### config.mk
export PLATFORM = sky130hd
export DESIGN_NAME = mux_41_scan_ctrl
export DESIGN_NICKNAME = d
export VERILOG_FILES = /design/src/rtl/mux_seq_pkg.sv /design/src/rtl/mux_sel_decode.sv /design/src/rtl/mux_41_scan_ctrl.sv
export SDC_FILE = /design/constraint.sdc
export NUM_CORES = 1
export LEC_CHECK = 0
export ABC_AREA = 1
export BUFFER_PORTS_ARGS = -buffer_cell sky130_fd_sc_hd__buf_2
export CAP_MARGIN = 20
export CORE_UTILIZATION = 55
export CTS_CLUSTER_DIAMETER = 30
export CTS_CLUSTER_SIZE = 40
export DETAILED_ROUTE_END_ITERATION = 8
export PLACE_DENSITY = 0.79
export SLEW_MARGIN = 40
export SYNTH_ARGS = -nofsm -noshare
export SYNTH_HDL_FRONTEND = slang
export SYNTH_SLANG_ARGS = --single-unit
export TNS_END_PERCENT = 1
### constraint.sdc
create_clock -name clk -period 2.4 [get_ports clk]
set_input_delay 0.24 -clock clk [delete_from_list [all_inputs] [get_ports clk]]
set_output_delay 0.24 -clock clk [all_outputs]
set_load 0.01 [all_outputs]
### src/rtl/mux_seq_pkg.sv
// Shared types and constants for the 4:1 mux scan controller.
package mux_seq_pkg;

  // Controller phases: parked, blanking after a change, sampling.
  typedef enum logic [1:0] {
    ST_IDLE   = 2'd0,
    ST_SETTLE = 2'd1,
    ST_DWELL  = 2'd2
  } state_t;

  // Channel encoding used by the mux (0=a, 1=b, 2=c, 3=d).
  localparam logic [1:0] CH_A = 2'd0;
  localparam logic [1:0] CH_B = 2'd1;
  localparam logic [1:0] CH_C = 2'd2;
  localparam logic [1:0] CH_D = 2'd3;

  // Run-mode encoding of the mode input.
  localparam logic MODE_AUTO = 1'b0;
  localparam logic MODE_MAN  = 1'b1;

  // Phase counter width; DWELL and SETTLE are limited to 1..255.
  localparam int CNT_W = 8;

  // Auto-scan successor: a->b->c->d->a.
  function automatic logic [1:0] next_ch(input logic [1:0] c);
    return c + 2'd1;
  endfunction

  // Terminal count of an n-cycle phase, sized to the counter.
  function automatic logic [CNT_W-1:0] last_cnt(input int n);
    return CNT_W'(n - 1);
  endfunction

endpackage

### src/rtl/mux_sel_decode.sv
// Channel number to 4:1 mux select-line decode. Purely combinational;
// driven from a registered channel so selects only move at clock edges.
module mux_sel_decode
  import mux_seq_pkg::*;
(
  input  logic [1:0] i_ch,
  output logic       o_s00,
  output logic       o_s01,
  output logic       o_s1
);

  // s00 picks b within the a/b pair, s01 picks d within c/d, s1 picks the pair.
  always_comb begin
    o_s00 = (i_ch == CH_B);
    o_s01 = (i_ch == CH_D);
    o_s1  = i_ch[1];
  end

endmodule

### src/rtl/mux_41_scan_ctrl.sv
// Scan controller for a 4:1 mux: auto-rotates or holds a channel, takes
// manual channel requests through valid/ready, and blanks sample_valid for
// SETTLE cycles after every channel change or enable.
module mux_41_scan_ctrl
  import mux_seq_pkg::*;
#(
  parameter int DWELL  = 4,
  parameter int SETTLE = 2
) (
  input  logic       clk,
  input  logic       reset,
  input  logic       en,
  input  logic       mode,
  input  logic       req_valid,
  input  logic [1:0] req_ch,
  output logic       req_ready,
  output logic       s00,
  output logic       s01,
  output logic       s1,
  output logic [1:0] ch,
  output logic       sample_valid,
  output logic       wrap
);

  localparam logic [CNT_W-1:0] DWELL_LAST  = last_cnt(DWELL);
  localparam logic [CNT_W-1:0] SETTLE_LAST = last_cnt(SETTLE);

  state_t           r_state;
  logic [1:0]       r_ch;
  logic [CNT_W-1:0] r_cnt;
  logic             r_sample_valid;
  logic             r_wrap;

  logic             w_req_ready;
  logic             w_accept;
  logic             w_ch_change;

  // Ready depends only on registered state plus the en/mode levels.
  always_comb begin
    w_req_ready = en && (mode == MODE_MAN) && (r_state == ST_DWELL);
    w_accept    = w_req_ready && req_valid;
    w_ch_change = w_accept && (req_ch != r_ch);
  end

  // Controller FSM; channel, counter, sample_valid and wrap are all registered
  // here so no output depends combinationally on request inputs.
  always_ff @(posedge clk) begin
    if (reset) begin
      r_state        <= ST_IDLE;
      r_ch           <= CH_A;
      r_cnt          <= '0;
      r_sample_valid <= 1'b0;
      r_wrap         <= 1'b0;
    end else begin
      r_wrap <= 1'b0;
      if (!en) begin
        // Park: channel held, sampling blocked until re-enabled and settled.
        r_state        <= ST_IDLE;
        r_cnt          <= '0;
        r_sample_valid <= 1'b0;
      end else begin
        unique case (r_state)
          ST_IDLE: begin
            r_state        <= ST_SETTLE;
            r_cnt          <= '0;
            r_sample_valid <= 1'b0;
          end
          ST_SETTLE: begin
            if (r_cnt == SETTLE_LAST) begin
              r_state        <= ST_DWELL;
              r_cnt          <= '0;
              r_sample_valid <= 1'b1;
            end else begin
              r_cnt <= r_cnt + 8'd1;
            end
          end
          ST_DWELL: begin
            if (mode == MODE_MAN) begin
              // Counter frozen at 0 so a later switch to auto dwells in full.
              r_cnt <= '0;
              if (w_ch_change) begin
                r_ch           <= req_ch;
                r_state        <= ST_SETTLE;
                r_sample_valid <= 1'b0;
              end
            end else if (r_cnt == DWELL_LAST) begin
              r_ch           <= next_ch(r_ch);
              r_state        <= ST_SETTLE;
              r_cnt          <= '0;
              r_sample_valid <= 1'b0;
              r_wrap         <= (r_ch == CH_D);
            end else begin
              r_cnt <= r_cnt + 8'd1;
            end
          end
          default: begin
            r_state        <= ST_IDLE;
            r_cnt          <= '0;
            r_sample_valid <= 1'b0;
          end
        endcase
      end
    end
  end

  mux_sel_decode u_dec (
    .i_ch  (r_ch),
    .o_s00 (s00),
    .o_s01 (s01),
    .o_s1  (s1)
  );

  // Output drive from registered state.
  always_comb begin
    ch           = r_ch;
    sample_valid = r_sample_valid;
    wrap         = r_wrap;
    req_ready    = w_req_ready;
  end

endmodule

==> results by stage <==
Global routing:
- Summed over all layers, the global routing overflow is 0.
- Entering global routing, the biggest net connects 9 pins.
- The number of global-route vias before repair is 574.
- Global routing used 21.3% of the available tracks across all layers.
- The global-route wire length before repair is 2.27 mm.
- The number of antenna violations at the first check in global routing is 0.

Clock network:
- The root buffer cell is sky130_fd_sc_hd__clkbuf_4.
- The clock network latency to the later pin of the worst-skew pair is 270 ps.
- TritonCTS built the clock tree.
- In this run the number of H-tree levels came out at 1.
- The cts-stage hold buffer count is 0.
- The TritonCTS buffer count is 3.
- Once the clock tree was built, the setup fixing pass inserted 0 buffers.
- The clock input transition at the sequential cells of the worst setup and hold paths is 70 ps.
- In this run the deepest clock path goes through 2 buffers.
- Once the clock tree was built, the resizer swapped 0 gates to a different size.
- The number of sinks driven by the clock tree is 13.

Power and ir drop:
- The ratio of total power to cell area is 443 mW/mm^2.
- Across the VDD grid, the largest voltage drop is 434 uV.
- The standby leakage power is 0.000483 uW.

Critical path:
- In this run the critical register-to-register path is captured at r_state[0]$_SDFFE_PP0P_.
- The sort of element at the start of the critical path is a flip-flop.
- The most repeated library cell on the critical path is sky130_fd_sc_hd__inv_1.
- The maximum single-stage delay on the critical path is 330 ps.
- The setup check on the worst reg-to-reg path leaves a slack of 950 ps.
- The category of the most critical setup path is reg2out.
- The number of cells on the worst reg-to-reg path is 10.
- The kind of end point of the critical path is an output pin.
- STA puts the critical path data arrival time at 1260 ps.
- The startpoint identified for the worst register-to-register timing path is r_state[0]$_SDFFE_PP0P_.
- The maximum fanout encountered on the critical timing path is 5.
- At the worst endpoint, the required time is 2160 ps.
- The highest-delay cell along the critical path is sky130_fd_sc_hd__dfxtp_1.
- The critical path goes through inv_1, ha_1, nand3_2, inv_1, buf_2.

Placement:
- Buffers placed on the I/O ports in this run total 14.
- At the end of routability-driven placement, the weighted congestion stood at 0.740.
- Prior to clock tree synthesis, the placed netlist has a worst setup slack of 963 ps.
- The wire-length estimate of the detail-placed layout is 1.18 mm.

STA:
- For the pin with the worst max-slew slack, the measured transition is 212 ps.
- Setup repair after global routing left no endpoint under its margin.
- Measured against its own limit, the worst slew margin works out to 85.9%.
- For the final routed database, the setup TNS stands at 0 ps.
- The part of the cycle the worst path needs is 62.4%.
- The final number of max-transition violations is 0.
- The total count of hold-check failures in the final report is 0.
- Timing would allow up to 668 MHz.
- Clock skew on the completed layout was measured at 2.23 ps.
- Setup slack on the critical path of the routed design comes to 902 ps.
- The setup-violating endpoint count in the final report is 0.
- The minimum period implied by the final worst setup slack is 1500 ps.

Die:
- The initial utilization of the core area, before any placement, comes to 60.8%.
- The floorplan has 13 rows.
- The core region is 0.00133 sq mm.
- The number of ports placed on the die boundary is 15.
- The x dimension of the die is 40.4 um.
- The area of the die is 0.00163 sq mm.
- From bottom edge to top edge, the die measures 40.4 um.

Outcome:
- The run finished with clean final reports.

Layout:
- 0 antenna diodes ended up in the layout.
- The area growth from synthesis to layout is 12.3%.
- The share of post-route cells with drive strength above 1 is 19.8%.
- At the end of the flow, the number of nets in the layout was 147.

Routing:
- The post-detailed-route DRC marker count is 0.
- The average detailed-routed wire length per instance is 9.56 um.
- After detailed routing, the total wire length is 1.40 mm.
- Dividing the detail-routed via count by the number of cells gives 4.90.
- The final antenna-violating net count is 0.
- The number of iterations in the first detailed-routing pass is 4.
- The number of DRC markers after the initial detailed-route iteration is 10.
- The routed layout has 716 vias.

Hold path:
- The end point of the most critical hold path is ch[0]$_SDFFE_PP0P_.
- The path class of the lowest-slack min-delay path is in2reg.
- The worst hold path begins at reset.
- Counting instances, the worst hold path has a depth of 4.

Run:
- Max-cap violations in this run came to 0.

Yosys:
- After synthesis, flip-flops and latches occupy 32.1% of the total area.
- After synthesis, the cell types taking the most area are sky130_fd_sc_hd__dfxtp_1, sky130_fd_sc_hd__ha_1, sky130_fd_sc_hd__nand2_1, sky130_fd_sc_hd__nor2_1, sky130_fd_sc_hd__inv_1.
- The top cell type's share of synthesized area is 32.1%.
- The instance count of the mapped netlist is 115.
- The number of different library cells used by synthesis comes to 20.
- The number of enable flip-flop cells after synthesis is 0.
- Yosys instantiated no cell more often than sky130_fd_sc_hd__nand2_1.
- The fraction of synthesis flops using an asynchronous set or reset pin is 0%.
- The total of warnings raised by yosys is 0.
- The net count of the mapped netlist is 130.
- After synthesis the netlist holds a flip-flop and latch count of 13.
- Ranked by instance count, the synthesized netlist is headed by sky130_fd_sc_hd__nand2_1, sky130_fd_sc_hd__nor2_1, sky130_fd_sc_hd__inv_1.
- The leading area contributor after synthesis is sky130_fd_sc_hd__dfxtp_1.
- The mapped cell area is 811 sq um.
- The predominant post-synthesis flop cell is sky130_fd_sc_hd__dfxtp_1.
- A synthesized cell averages 7.05 sq um.
==> where the power goes <==
group / internal (uW) / switching [uW] / total, uW
clock network: 64.4 / 62.7 / 127
registers: 219 / 2.95 / 222
logic: 21.0 / 33.1 / 54.2
==> per-stage QoR <==
step	total power (uW)	utilization (%)	instance area (sq um)	cells	hold WS, ps
after CTS	409	68.3	911	146	228
final	403	68.3	911	146	234
after floorplan	267	-	811	115	408
after global placement	279	66.3	885	142	436
after global routing	430	68.3	911	146	241
after detailed placement	281	66.3	885	142	459
==> worst max-delay path by stage <==
stage / from / end / slack, ps / cells after the start
final: r_state[0]$_SDFFE_PP0P_ / req_ready / 900 / 5
after global routing: r_state[0]$_SDFFE_PP0P_ / req_ready / 760 / 5
after CTS: r_state[0]$_SDFFE_PP0P_ / req_ready / 890 / 5
after detailed placement: r_state[0]$_SDFFE_PP0P_ / r_state[0]$_SDFFE_PP0P_ / 960 / 10
after global placement: r_state[0]$_SDFFE_PP0P_ / r_state[0]$_SDFFE_PP0P_ / 1070 / 9
after floorplan: sample_valid$_SDFFE_PP0P_ / r_state[0]$_SDFFE_PP0P_ / 1130 / 8
==> worst max-delay path: cells and delay by family, from the launching register on <==
| kind | cells | cell delay, ps |
|---|---|---|
| flops | 1 | 330 |
| buf+inv | 3 | 270 |
| fa+ha+maj | 1 | 270 |
| simple gates | 1 | 110 |
==> cell usage in the layout, fill, tap and decap left out <==
cell                       count
sky130_fd_sc_hd__nor3_1        1
sky130_fd_sc_hd__o21ai_2       2
sky130_fd_sc_hd__buf_2        14
sky130_fd_sc_hd__clkbuf_1      1
sky130_fd_sc_hd__a21oi_1       4
sky130_fd_sc_hd__nand2_1      25
sky130_fd_sc_hd__o21bai_1      1
sky130_fd_sc_hd__nor3_2        1
sky130_fd_sc_hd__clkbuf_4      3
sky130_fd_sc_hd__nor2_1       22
sky130_fd_sc_hd__o21ai_0       1
sky130_fd_sc_hd__nand3_2       3
sky130_fd_sc_hd__ha_1          8
sky130_fd_sc_hd__and3_1        1
sky130_fd_sc_hd__dfxtp_1      13
sky130_fd_sc_hd__nand2_2       1
sky130_fd_sc_hd__xor2_1        4
sky130_fd_sc_hd__nand3_1       5
sky130_fd_sc_hd__inv_1        18
sky130_fd_sc_hd__nor2_4        1
sky130_fd_sc_hd__nor2_2        1
sky130_fd_sc_hd__nand4_1       1
==> state kept, by name, summed over array words and instances, names as in the netlist <==
register / count
r_cnt: 8
r_state: 1
sample_valid: 1
ch: 2
wrap: 1
==> cell type report <==
type	instances	area, sq um
Tap cell	15	18.8
Inverter	18	67.6
Fill cell	136	423
Sequential cell	13	260
Multi-Input combinational cell	82	468
Timing Repair Buffer	14	70.1
Clock buffer	4	26.3
==> logic make-up (layout without fill, tap and decap cells) <==
kind of cell | after synthesis | count (layout) | synth area share, %
AND/OR/NAND/NOR | 62 | 62 | 34.9
buffers and inverters | 20 | 36 | 10.2
flip-flops | 13 | 13 | 32.1
adder cells (fa/ha/maj) | 8 | 8 | 12.3
AO/OA/AOI/OAI | 8 | 8 | 6.17
XOR/XNOR | 4 | 4 | 4.32
==> metal layers <==
layer	vias to the layer above	global-route usage (%)	share of wire [%]
met3	5	8.89	3.7
met2	11	32.5	47
li1	389	-	-
met1	311	26.4	48
met4	0	7.50	1.1
met5	-	0	0
No activity file was read; power rests on OpenSTA's default activity.
